### src/rtl/led_event_blinker.sv
// Turns single-cycle event strobes into fixed-width LED blinks separated by a fixed gap.
// Events arriving during a blink are queued in a saturating counter and replayed back-to-back.
module led_event_blinker #(
    parameter int ON_CYCLES  = 5_000_000,
    parameter int OFF_CYCLES = 5_000_000,
    parameter int PEND_W     = 4
) (
    input  logic              clk,
    input  logic              rst,
    input  logic              pulse_in,
    input  logic              flush,
    output logic              led_out,
    output logic              busy,
    output logic [PEND_W-1:0] pending,
    output logic              overflow
);

    localparam int MAX_CYC = (ON_CYCLES > OFF_CYCLES) ? ON_CYCLES : OFF_CYCLES;
    localparam int TIMER_W = (MAX_CYC > 1) ? $clog2(MAX_CYC) : 1;

    localparam logic [TIMER_W-1:0] ON_LOAD  = TIMER_W'(ON_CYCLES - 1);
    localparam logic [TIMER_W-1:0] OFF_LOAD = TIMER_W'(OFF_CYCLES - 1);
    localparam logic [PEND_W-1:0]  PEND_MAX = {PEND_W{1'b1}};

    typedef enum logic [1:0] {
        IDLE = 2'd0,
        ON   = 2'd1,
        GAP  = 2'd2
    } state_t;

    state_t              state_reg, state_next;
    logic [TIMER_W-1:0]  timer_reg, timer_next;
    logic [PEND_W-1:0]   pending_reg, pending_next;
    logic                overflow_reg, overflow_next;
    logic                led_reg, busy_reg;

    // Result of queueing an incoming event while a blink is running.
    logic [PEND_W-1:0]   pending_inc;
    logic                drop_event;

    always_comb begin
        drop_event  = (pending_reg == PEND_MAX);
        pending_inc = drop_event ? pending_reg : pending_reg + 1'b1;
    end

    always_comb begin
        state_next    = state_reg;
        timer_next    = timer_reg;
        pending_next  = pending_reg;
        overflow_next = 1'b0;

        if (flush) begin
            state_next   = IDLE;
            timer_next   = '0;
            pending_next = '0;
        end else begin
            unique case (state_reg)
                IDLE: begin
                    if (pulse_in) begin
                        state_next = ON;
                        timer_next = ON_LOAD;
                    end
                end
                ON: begin
                    if (timer_reg == '0) begin
                        state_next = GAP;
                        timer_next = OFF_LOAD;
                    end else begin
                        timer_next = timer_reg - 1'b1;
                    end
                    if (pulse_in) begin
                        pending_next  = pending_inc;
                        overflow_next = drop_event;
                    end
                end
                GAP: begin
                    if (timer_reg == '0) begin
                        if ((pending_reg != '0) || pulse_in) begin
                            state_next = ON;
                            timer_next = ON_LOAD;
                            // A simultaneous pulse replaces the queued event it consumes.
                            if ((pending_reg != '0) && !pulse_in)
                                pending_next = pending_reg - 1'b1;
                        end else begin
                            state_next = IDLE;
                        end
                    end else begin
                        timer_next = timer_reg - 1'b1;
                        if (pulse_in) begin
                            pending_next  = pending_inc;
                            overflow_next = drop_event;
                        end
                    end
                end
                default: begin
                    state_next = IDLE;
                    timer_next = '0;
                end
            endcase
        end
    end

    always_ff @(posedge clk or negedge rst) begin
        if (!rst) begin
            state_reg    <= IDLE;
            timer_reg    <= '0;
            pending_reg  <= '0;
            overflow_reg <= 1'b0;
            led_reg      <= 1'b0;
            busy_reg     <= 1'b0;
        end else begin
            state_reg    <= state_next;
            timer_reg    <= timer_next;
            pending_reg  <= pending_next;
            overflow_reg <= overflow_next;
            led_reg      <= (state_next == ON);
            busy_reg     <= (state_next != IDLE);
        end
    end

    assign led_out  = led_reg;
    assign busy     = busy_reg;
    assign pending  = pending_reg;
    assign overflow = overflow_reg;

endmodule

### config.mk
export PLATFORM = sky130hd
export DESIGN_NAME = led_event_blinker
export DESIGN_NICKNAME = d
export VERILOG_FILES = /design/src/rtl/led_event_blinker.sv
export SDC_FILE = /design/constraint.sdc
export NUM_CORES = 1
export LEC_CHECK = 0
export ABC_AREA = 1
export BUFFER_PORTS_ARGS = -buffer_cell sky130_fd_sc_hd__buf_2
export CAP_MARGIN = 10
export CORE_UTILIZATION = 40
export DETAILED_ROUTE_END_ITERATION = 10
export GPL_TIMING_DRIVEN = 0
export REMOVE_ABC_BUFFERS = 1
export SYNTH_ARGS = -nofsm -noshare
export SYNTH_HDL_FRONTEND = slang
export SYNTH_SLANG_ARGS = --single-unit
### constraint.sdc
create_clock -name clk -period 4.6 [get_ports clk]
set_input_delay 0.46 -clock clk [delete_from_list [all_inputs] [get_ports clk]]
set_output_delay 0.46 -clock clk [all_outputs]
set_load 0.02 [all_outputs]
==> results list <==
- Result of the run: completed
- The floorplan step defined a die boundary enclosing 6775 um2.
- Tightest hold margin: 0.2360 ns
- Of the total power, registers draw 0.416.
- Of the total synthesized cell area, the portion taken by XOR and XNOR cells is 0.02037.
- In this run the tightest slew margin relative to its limit is 0.4924.
- Type of element launching the critical path: flop
- TritonCTS buffer count: 5
- IR analysis of the VDD net gives a maximum drop of 0.0001496 V.
* Pwr Density: 284.5 nW/um2
* DRT Wirelength: 6442 um
* Post-synthesis simple-gate area fraction: 0.4651
- 0 antenna diodes ended up in the layout.
- Hold repair after CTS inserted 0 buffers.
- The core region is 6061 um2.
- Total negative slack: 0 ns
- Layout fillers: 651
- Number of buffers on the longest clock path: 2
* Proportion of synthesized chip area in sequential cells: 0.3104
- Average instance area after synthesis: 6.582 um2
* Quantity of gates resized following cts: 0
- Of the total synthesized cell area, the portion taken by full adders, half adders and majority gates is 0.04365.
- Final Slew Violations: 0
* Mux contribution to synthesized area: 0
- In this run, the number of DRC markers left after iteration 0 of detailed routing was 121.
- Wire length of the first global-routing pass: 10540 um
- Yosys warnings: 0
- The finished cells cover 2779 um2.
- The tree is rooted in a clkbuf_8.
* Die extent in x: 82.31 um
- The register with the most flip-flops in the layout has 23 of them.
* Floorplan row count: 28
- Final clock skew: 0.008611 ns
* Via count: 2457
* Crit Path Class: flop to flop
- For the worst setup path, the data required time is 4.79 ns.
- Half-perimeter wire length after detailed placement: 4845 um
- Htree depth: 2
* Critical Path Most Common Cell: nand2_1
- Wirelength per Cell: 13.48 um
- Cell internal power was estimated by the tool at 482.6 uW.
- Slowest CP cell: dfrtp_1
- Synth Area in Compound Gates: 0.08002
* Highest-count cells in the layout ignoring fill and taps: 118 x nand2_1, 45 x nor2_1, 41 x nand3_1
* I/O pin total: 11
- In this run the power spent charging and discharging nets is 307.9 uW.
- Summed over all layers, the global routing overflow is 0.
- The signal on the critical path passes through inv_1, ha_1, nand2_1, nor2_1, nand3_2, a21oi_1, a21boi_0, nand2_1, nand2_1.
- Post-route minimum period: 2.080 ns
* Switching portion of total power: 0.3895
* Class of the tightest hold or removal check: input pin to async pin
- Count of unresolved DRC violations after routing: 0
* Dominant combinational cell family by area after synthesis: simple AND/OR/NAND/NOR gates
* GRT Util Overall: 0.2100
- Of the cells placed in the final design, the portion with a size suffix greater than 1 is 0.1241.
- From bottom edge to top edge, the die measures 82.31 um.
- Setup repair after global routing left no endpoint under its margin.
* Post-placement cell area: 2686 um2
- At the end of the flow, the number of nets in the layout was 415.
* CP arrival: 2.27 ns
* Maximum clock rate: 480.7 MHz
- For the pin with the worst max-slew slack, the measured transition is 0.7615 ns.
* Clock transition at the register clock pins on the worst setup and hold paths after CTS: 0.08 ns
- Using the TritonRoute via totals, the vias-per-cell ratio works out to 5.140.
- The multi-input combinational cells in the finished layout cover a total of 1572 um2.
- After technology mapping, the gate count stands at 392.
- Post-CTS timing repair inserted 0 buffers for setup.
* Initial core utilization: 0.4257
- Most common cell after layout, fill and taps aside: nand2_1
- The hold violation count in the final report is 0.
- Setup violations remaining at the end of the flow were counted as 0.
* Static power due to leakage: 0.001403 uW
* Cell Count Post-Placement: 470
- Number of synthesized register bits: 32
* Vias in the first global route: 2194
- Of the total power, the clock network draws 0.293.
- Kind of end point of the critical path: flop
* Mapped Area: 2580 um2
- Clock latency on the worst-skew pair, taken at its later pin, is 0.29 ns.
- Leaving out filler cells and counting taps, the final layout contains 478.
- Final cycle utilization of the critical path: 0.4523
* Max stage delay on crit path: 0.43 ns
- Count of cell types in the netlist: 30
* Largest net degree at the start of global routing: 33
- The initial antenna violation count came to 0.
- Seq. cell area: 800.8 um2
* Placer Congestion: 0.8896
- Input and output buffers added on the ports amount to 10.
* Sinks on Clock Net: 32
* Antenna viol nets, final: 0
- The first TritonRoute pass finished after 4 iterations.
- Along the worst path, the maximum fanout reaches 7.
- TritonCTS built the clock tree.
- Gate power share: 0.291
- Design Power: 790.5 uW
* Max-Cap Viols: 0
- Layout area overhead: 7.711%
stage by stage:
| step | utilization | setup slack (ns) |
|---|---|---|
| floorplan | - | 2.875 |
| global placement | 0.4432 | 2.499 |
| detailed placement | 0.4432 | 2.534 |
| CTS | 0.4585 | 2.505 |
| global route | 0.4585 | 2.204 |
| finish | 0.4585 | 2.520 |
power by group through the flow:
stage / Clock, uW / Combinational [uW] / Sequential [uW]
2_1_floorplan: 0 / 171 / 333
3_3_place_gp: 0 / 228 / 333
3_5_place_dp: 0 / 230 / 334
4_1_cts: 239 / 231 / 328
5_1_grt: 250 / 263 / 331
6_report: 231 / 230 / 329
worst paths after layout:
path,start,end,slack [ns],depth (start not counted)
max in group asynchronous,rst,timer_reg[13],3.88,1
min reg2reg,timer_reg[22],timer_reg[22],0.53,2
max,timer_reg[0],busy,2.52,9
min,rst,timer_reg[12],0.24,1
min in group clk,flush,timer_reg[6],0.51,4
max reg2reg,timer_reg[0],busy,2.52,9
layer usage:
layer,GRT usage,up-vias,share of wire
li1,-,1286,-
met1,0.2812,1128,0.50
met2,0.3421,39,0.46
met3,0.04286,4,0.029
met4,0.05614,0,0.0070
met5,0,-,0
cells by family after synthesis:
logic type	count (synthesis)
buffers and inverters	51
AOI/OAI and AO/OA	40
and+or+nand+nor	254
adders and majority gates	9
xor gates and xnor gates	6
DFF	32
final cells by class:
class | instances | share of cell area
tap | 75 | 0.03377
inverter | 44 | 0.06123
multi-input combinational | 309 | 0.5655
timing repair buffer | 10 | 0.01801
sequential | 32 | 0.2882
clock inverter | 3 | 0.008555
clock buffer | 5 | 0.02476
critical path: cells and delay by family (launching register included):
| kind | cells | cell delay, ns |
|---|---|---|
| AOI/OAI and AO/OA | 2 | 0.49 |
| DFF | 1 | 0.43 |
| buffers and inverters | 1 | 0.18 |
| and+or+nand+nor | 5 | 0.62 |
| adders and majority gates | 1 | 0.25 |
cells in the mapped netlist, drive strengths merged:
library cell  number  area (um2)
nand2            124       494.2
nor2              61       299.0
nand3             46       262.8
inv               44       170.2
dfrtp             32       800.8
o21ai             23       115.1
nand4             17       106.4
a21oi             14       70.07
ha                 9       112.6
buf                4       26.27
xor2               4       35.03
clkbuf             3       11.26
nand3b             2       15.01
nor3               2       10.01
xnor2              2       17.52
a21boi             1       7.510
a31oi              1       6.260
and2               1       6.260
o21a               1       7.510
or2                1       6.260
Note: power is estimated with default switching activity, not from simulation.
